File: src/rtl/vid_cfg_master.sv
// vid_cfg_master: bus initiator that programs video-controller registers.
// Local writes are queued in a small FIFO. Each entry then bids for the
// arbiter, sends an address beat and a data beat, and waits for the write
// response from the target.
// Optional feature macro: VCFG_TIMEOUT_EN enables the response timeout and
// the sticky err flag. Without it, RESP waits forever and err stays 0.
module vid_cfg_master #(
  parameter int         DEPTH   = 4,
  parameter logic [1:0] PRIO    = 2'b11,
  parameter int         TIMEOUT = 255
) (
  input  logic        clk,
  input  logic        reset,
  input  logic        wr_valid,
  output logic        wr_ready,
  input  logic [3:0]  wr_tar,
  input  logic [31:0] wr_addr,
  input  logic [31:0] wr_data,
  input  logic        selin,
  input  logic [2:0]  cmdin,
  input  logic        ackin,
  output logic [1:0]  reqout,
  output logic [3:0]  reqtar,
  output logic [2:0]  cmdout,
  output logic [1:0]  lenout,
  output logic [31:0] addrdataout,
  output logic        busy,
  output logic        done,
  output logic        err,
  input  logic        err_clr
);

  localparam int AW = (DEPTH > 1) ? $clog2(DEPTH) : 1;
  localparam int CW = ($clog2(TIMEOUT + 1) > 8) ? $clog2(TIMEOUT + 1) : 8;

  localparam logic [2:0] CMD_IDLE  = 3'b000;
  localparam logic [2:0] CMD_WRREQ = 3'b100;
  localparam logic [2:0] CMD_WRDAT = 3'b011;
  localparam logic [2:0] CMD_WRRSP = 3'b101;

  typedef enum logic [2:0] {
    IDLE = 3'd0,
    REQ  = 3'd1,
    ADDR = 3'd2,
    DATA = 3'd3,
    RESP = 3'd4
  } state_t;

  // FIFO storage and bookkeeping
  logic [3:0]  tarMem  [DEPTH];
  logic [31:0] addrMem [DEPTH];
  logic [31:0] dataMem [DEPTH];
  logic [AW-1:0] wrPtr_q;
  logic [AW-1:0] rdPtr_q;
  logic [AW:0]   count_q;

  state_t state_q;
  state_t state_d;

  logic push;
  logic pop;
  logic empty;
  logic full;
  logic respSeen;
  logic timeoutHit;
  logic bidding;
  logic [3:0]  headTar;
  logic [31:0] headAddr;
  logic [31:0] headData;

  assign empty    = (count_q == '0);
  assign full     = (count_q == (AW+1)'(DEPTH));
  assign wr_ready = !full;
  assign push     = wr_valid && !full;
  assign pop      = (state_q == DATA);
  assign respSeen = selin && (cmdin == CMD_WRRSP);
  assign busy     = (state_q != IDLE) || !empty;
  assign lenout   = 2'b00;

  assign headTar  = tarMem[rdPtr_q];
  assign headAddr = addrMem[rdPtr_q];
  assign headData = dataMem[rdPtr_q];

  // The arbiter bid is held from REQ through the last data beat.
  assign bidding  = (state_d == REQ) || (state_d == ADDR) || (state_d == DATA);

  // FIFO payload write; storage needs no reset because the pointers gate it
  always_ff @(posedge clk) begin
    if (push) begin
      tarMem[wrPtr_q]  <= wr_tar;
      addrMem[wrPtr_q] <= wr_addr;
      dataMem[wrPtr_q] <= wr_data;
    end
  end

  // FIFO pointers and occupancy; simultaneous push and pop leave count unchanged
  always_ff @(posedge clk or posedge reset) begin
    if (reset) begin
      wrPtr_q <= '0;
      rdPtr_q <= '0;
      count_q <= '0;
    end else begin
      if (push) wrPtr_q <= wrPtr_q + AW'(1);
      if (pop)  rdPtr_q <= rdPtr_q + AW'(1);
      count_q <= count_q + (AW+1)'(push) - (AW+1)'(pop);
    end
  end

`ifdef VCFG_TIMEOUT_EN
  logic [CW-1:0] cnt_q;

  // A response on the same cycle as the limit wins, so the timeout is gated by it
  assign timeoutHit = (state_q == RESP) && !respSeen && ((cnt_q + CW'(1)) == CW'(TIMEOUT));

  // RESP wait counter and sticky error flag; setting beats clearing
  always_ff @(posedge clk or posedge reset) begin
    if (reset) begin
      cnt_q <= '0;
      err   <= 1'b0;
    end else begin
      if (state_q == DATA) begin
        cnt_q <= '0;
      end else if (state_q == RESP) begin
        cnt_q <= cnt_q + CW'(1);
      end
      if (timeoutHit) begin
        err <= 1'b1;
      end else if (err_clr) begin
        err <= 1'b0;
      end
    end
  end
`else
  logic [CW:0] unusedTieoff;

  assign unusedTieoff = {err_clr, CW'(TIMEOUT)};
  assign timeoutHit   = 1'b0;
  assign err          = 1'b0;
`endif

  // Next-state selection for the transaction sequencer
  always_comb begin
    state_d = state_q;
    case (state_q)
      IDLE:    if (!empty) state_d = REQ;
      REQ:     if (ackin) state_d = ADDR;
      ADDR:    state_d = DATA;
      DATA:    state_d = RESP;
      RESP:    if (respSeen || timeoutHit) state_d = IDLE;
      default: state_d = IDLE;
    endcase
  end

  // State register with bus outputs decoded from the next state
  always_ff @(posedge clk or posedge reset) begin
    if (reset) begin
      state_q     <= IDLE;
      reqout      <= 2'b00;
      reqtar      <= 4'h0;
      cmdout      <= CMD_IDLE;
      addrdataout <= 32'h0;
      done        <= 1'b0;
    end else begin
      state_q <= state_d;
      reqout  <= bidding ? PRIO : 2'b00;
      reqtar  <= bidding ? headTar : 4'h0;
      case (state_d)
        ADDR: begin
          cmdout      <= CMD_WRREQ;
          addrdataout <= headAddr;
        end
        DATA: begin
          cmdout      <= CMD_WRDAT;
          addrdataout <= headData;
        end
        default: begin
          cmdout      <= CMD_IDLE;
          addrdataout <= 32'h0;
        end
      endcase
      done <= (state_q == RESP) && respSeen;
    end
  end

endmodule

File: config.mk
export PLATFORM = sky130hd
export DESIGN_NAME = vid_cfg_master
export DESIGN_NICKNAME = d
export VERILOG_FILES = /design/src/rtl/vid_cfg_master.sv
export SDC_FILE = /design/constraint.sdc
export NUM_CORES = 1
export LEC_CHECK = 0
export ABC_AREA = 0
export CAP_MARGIN = 20
export CELL_PAD_IN_SITES_DETAIL_PLACEMENT = 0
export CELL_PAD_IN_SITES_GLOBAL_PLACEMENT = 2
export CORE_UTILIZATION = 31
export CTS_CLUSTER_DIAMETER = 40
export CTS_CLUSTER_SIZE = 12
export DETAILED_ROUTE_END_ITERATION = 6
export PLACE_DENSITY_LB_ADDON = 0.1
export SYNTH_ARGS = -nofsm -noshare
export SYNTH_HDL_FRONTEND = slang
export SYNTH_SLANG_ARGS = --single-unit
File: constraint.sdc
create_clock -name clk -period 2.9 [get_ports clk]
set_input_delay 0.58 -clock clk [delete_from_list [all_inputs] [get_ports clk]]
set_output_delay 0.58 -clock clk [all_outputs]
set_load 0.1 [all_outputs]
* Word-level counts from Yosys, hierarchy flattened *
Memories as Yosys holds them, arrays and structs flattened.
Index checks and enable logic that the tools add are counted.

storage, ports and cells
  output and inout bits = 47
  bits in registers = 52
  input port bits = 77
  memories = 3
  word-level logic and storage cells = 46
  RAM bits = 272

cells by class
  add/sub/neg operators = 4
  mux-type cells = 10
  equal/unequal tests = 9
  reductions and logical operators = 11

memories
  memory   depth  bits a word  rd ports  clocked after Yosys merged registers in  write ports  line  RTL
  addrMem  4      32           1         0                                        1            51    logic [31:0] addrMem [DEPTH];
  dataMem  4      32           1         0                                        1            52    logic [31:0] dataMem [DEPTH];
  tarMem   4      4            1         0                                        1            50    logic [3:0] tarMem [DEPTH];

operators by type and width
  kind                                           number
  one-hot mux 32 bit (2 select lines)            1
  one-hot mux 3 bit (5 select lines)             1
  == test 3 x 2 -> 1 bit, second input constant  4
  == test 3 bit, second input constant           3
  2-to-1 mux 3 bit                               3
  == test 3 x 1 -> 1 bit, second input constant  2
  zero test 3 bit                                2
  one-hot mux 3 bit (2 select lines)             1
  adder 2 x 1 -> 2 bit, second input constant    2
  2-to-1 mux 4 bit                               1
  adder 3 x 1 -> 3 bit                           1
  logical AND 1 bit                              3
  logical OR 1 bit                               3
  nonzero test 3 bit                             1
  subtractor 3 x 1 -> 3 bit                      1
  zero test 1 bit                                2
  2-to-1 mux 1 bit                               2
  2-to-1 mux 2 bit                               1

* Longest topological paths before layout *
  word-level depth = 8
  mapped depth = 10
  gate-level depth less buffers = 10

* Worst setup path after synthesis *
No wires, ideal clock.

  path kind = register -> register
  start point = register count_q[2]
  end point = memory addrMem[0][0], enable pin
  setup time = 0.434 ns
  path slack = -0.504 ns
  clock period less this slack = 3.404 ns
  arrival time = 2.971 ns
  data required time = 2.466 ns
  cell stages (with the launch flop) = 3
  buffers on the path = 0
  path through = dfrtp_1 or3b_1 and3_1

between the ends
  cells in the longest elaborated chain, start to end = 5

RTL lines
  element                                 line  RTL
  start, declared                         55    logic [AW:0] count_q;
  start signal, assigned                  105   count_q <= count_q + (AW+1)'(push) - (AW+1)'(pop);
  == test 3 bit                           72    assign full = (count_q == (AW+1)'(DEPTH));
  zero test 1 bit                         --
  net wr_ready                            15    output logic wr_ready,
  logical AND 1 bit                       74    assign push = wr_valid && !full;
  2-to-1 mux 1 bit                        89    if (push) begin
  2-to-1 mux 1 bit (not written as such)  91    addrMem[wrPtr_q] <= wr_addr;
  end, declared                           51

The timed path passes the listed nets, and every way through them passes these cells.

* Worst setup path in the final report *
  start point = register count_q[1]
  end point = output port busy

between the ends
  cells in the longest elaborated chain, start to end = 3

RTL lines
  element           line  RTL
  zero test 3 bit   71    assign empty = (count_q == '0);
  zero test 1 bit   --
  logical OR 1 bit  77    assign busy = (state_q != IDLE) || !empty;
  end, declared     27    output logic busy,

No other way between the ends.

==> flow_summary_export.csv <==
group,metric,value,unit
status,outcome,"complete, no violations",
logic_synthesis,synth_edf_count,272,
floorplanning,die_w,197,um
route,firstDrtPassIters,4,
global_routing,grt_max_degree,69,
timing,finalSetupViolCount,0,
timing,max_freq,0.380,GHz
place,portBuffers,119,
clock_network,numClockSinks,322,
timing,hold_viol_final,0,
layout,nets,741,
global_routing,grt_pass1_wl,39100,um
clock_network,insertion_delay,0.56,ns
timing,fin_skew,0.0148,ns
layout,fin_cells,1205,
worst_hold_path,hp-class,"input pin to asynchronous set/reset pin",
logic_synthesis,synth_top_family_by_area,"multiplexers",
global_routing,grt_pass1_vias,6255,
clock_network,cts-hold-fix-buffers,0,
clock_network,post_cts_buffers,0,
logic_synthesis,synthMuxAreaShare,13.1,%
logic_synthesis,synthArstFlopShare,15.5,%
logic_synthesis,synth_area_leaders,"edfxtp_1 69%, mux4_2 13%, dfrtp_1 11%, a22o_1 2.4%, ha_1 0.64%",
global_routing,track_usage,13.9,%
route,drc_errors,0,
global_routing,busiest_layer,"met2",
clock_network,cts_root_buf,"clkbuf_16",
logic_synthesis,syn_area,0.0118,sq mm
worst_setup_path,worstSetupPathType,"register to output pin",
layout,n_antenna_cell,0,
logic_synthesis,synth_compound_area_share,2.67,%
place,hpwl,13200,um
route,vias_per_cell,4.58,
route,drtAntennaViolNets,0,
floorplanning,die_area,0.0389,sq mm
power_and_ir_drop,power,18.1,mW
timing,worst_pin_slew,0.637,ns
layout,final_common_cell,"edfxtp_1",
logic_synthesis,synthXorXnorAreaFrac,0.371,%
global_routing,antenna_found_initial,2,
logic_synthesis,synthAdderAreaFrac,0.805,%
clock_network,cts_resized,0,
power_and_ir_drop,power.density,1190,mW/mm^2
logic_synthesis,ys_seq_area_share,79.7,%
worst_setup_path,startpoint_type,"register",
floorplanning,dieHeight,197,um
logic_synthesis,synth-main-ff-cell,"edfxtp_1",
clock_network,clk_pin_slew,0.05,ns
route,initialDrtViolationCount,228,
power_and_ir_drop,peakVddDrop,674,uV
floorplanning,io_pins,124,
clock_network,htree_levels,2,
global_routing,grtUsageMet3,3.38,%
route,post_drt_wl_per_cell,21.3,um
timing,period_share,90.9,%
route,vias,5519,
logic_synthesis,yosys.area.top_type,"edfxtp_1",
layout,final_cell_area,0.0152,sq mm
floorplanning,core-area,0.0376,sq mm
power_and_ir_drop,p_leak,5.30,nW
logic_synthesis,synth_cell_types,32,
clock_network,clk_path_buf_depth,3,
worst_setup_path,crit_fanout,4,
place,place_congestion,0.689,
logic_synthesis,ys_warn_count,0,
global_routing,grt_overflow,0,
timing,tns,0,ns
timing,rsz0062_at_grt,"no",
timing,slew_violations,0,
logic_synthesis,synth_seq_cells,322,
place,placed_cell_area,0.0136,sq mm
worst_setup_path,arrival,2.05,ns
global_routing,use_met1,17.6,%
layout,drive_gt1_share,30.7,%
logic_synthesis,synthCells,504,
logic_synthesis,synth_top_area_share,69.2,%
floorplanning,floorplan.rows,71,
floorplanning,start_util,31.4,%
place,dp.cells,1118,
layout,mostFrequentLayoutCells,"272 x edfxtp_1, 75 x clkdlybuf4s50_1, 68 x mux4_2",
logic_synthesis,syn_area_per_cell,23.4,sq um
layout,utilization,40.5,%
worst_setup_path,cp-end-kind,"output pin",
logic_synthesis,synthSimpleGateAreaFrac,1.38,%
route,routed_wirelength,25700,um
flow_run,maxCapViolCount,0,
timing,slew_headroom,57.1,%
timing,min_period,2.63,ns
layout,area_delta_synth_final,28.9,%
global_routing,use_met2,22.8,%
clock_network,numCtsBuffers,48,
clock_network,cts_tree,"done",
worst_setup_path,cp.required,2.32,ns
==> worst paths after layout <==
check | startpoint | endpoint | slack (ns) | cells after the start
min in group clk | count_q[0] | count_q[0] | 0.51 | 1
worst max-delay path | count_q[1] | busy | 0.27 | 3
max in group asynchronous | reset | rdPtr_q[1] | 2.15 | 3
worst min-delay path | reset | addrdataout[5] | 0.43 | 3
worst min register to register | count_q[0] | count_q[0] | 0.51 | 1
worst max register to register | count_q[1] | count_q[2] | 0.46 | 10
==> logic make-up after synthesis <==
group / Yosys count
other cells: 1
buf+inv: 39
mux: 69
compound gates: 38
flops: 322
xor+xnor: 5
fa+ha+maj: 7
simple gates: 23
==> state kept, by name (all words and copies together) (netlist names) <==
register / cells
tarMem: 16
addrMem: 128
done: 1
dataMem: 128
reqout: 1
reqtar: 4
addrdataout: 32
count_q: 3
wrPtr_q: 2
state_q: 3
cmdout: 2
rdPtr_q: 2
==> critical path, cell delays in order, from the launching register on <==
cell and delay, ns:
dfrtp_1 0.42, or3_1 0.42, or4_1 0.42, buf_4 0.25
==> metal layers <==
metal | vias to the layer above | wire length [um]
met5 | - | 24
met4 | 4 | 757
met3 | 60 | 1270
met2 | 132 | 12600
met1 | 2922 | 11000
li1 | 2401 | -
==> power by group <==
group / leakage (nW) / switching (mW) / total, mW / internal, mW
Sequential: 3.14 / 0.527 / 6.73 / 6.21
Clock: 0.789 / 2.07 / 5.80 / 3.73
Combinational: 1.37 / 3.61 / 5.56 / 1.95
==> synthesized netlist by cell type, drive strengths merged (2+ instances only) <==
master / number
buf: 25
a22o: 32
nand3b: 2
and3: 5
nor2: 2
and2b: 4
a21oi: 3
edfxtp: 272
xnor2: 5
mux4: 68
nand2: 2
inv: 9
dfrtp: 50
or3b: 2
clkbuf: 5
ha: 6
==> stage by stage <==
stage | hold slack, ns | setup slack (ns)
finish | 0.431 | 0.265
global route | 0.466 | 0.166
CTS | 0.432 | 0.221
detailed placement | 0.504 | 0.166
global placement | 0.504 | 0.251
floorplan | 0.487 | 0.119
==> cell type report <==
class | count | area (sq um)
clock buffers | 60 | 1310
clock inverters | 27 | 322
fillers | 3369 | 22400
inverters | 9 | 33.8
multi-input cells | 145 | 2200
flip-flops and latches | 322 | 9430
well taps | 511 | 639
repair buffers | 131 | 1300
Power figures use the tool's default switching activity.
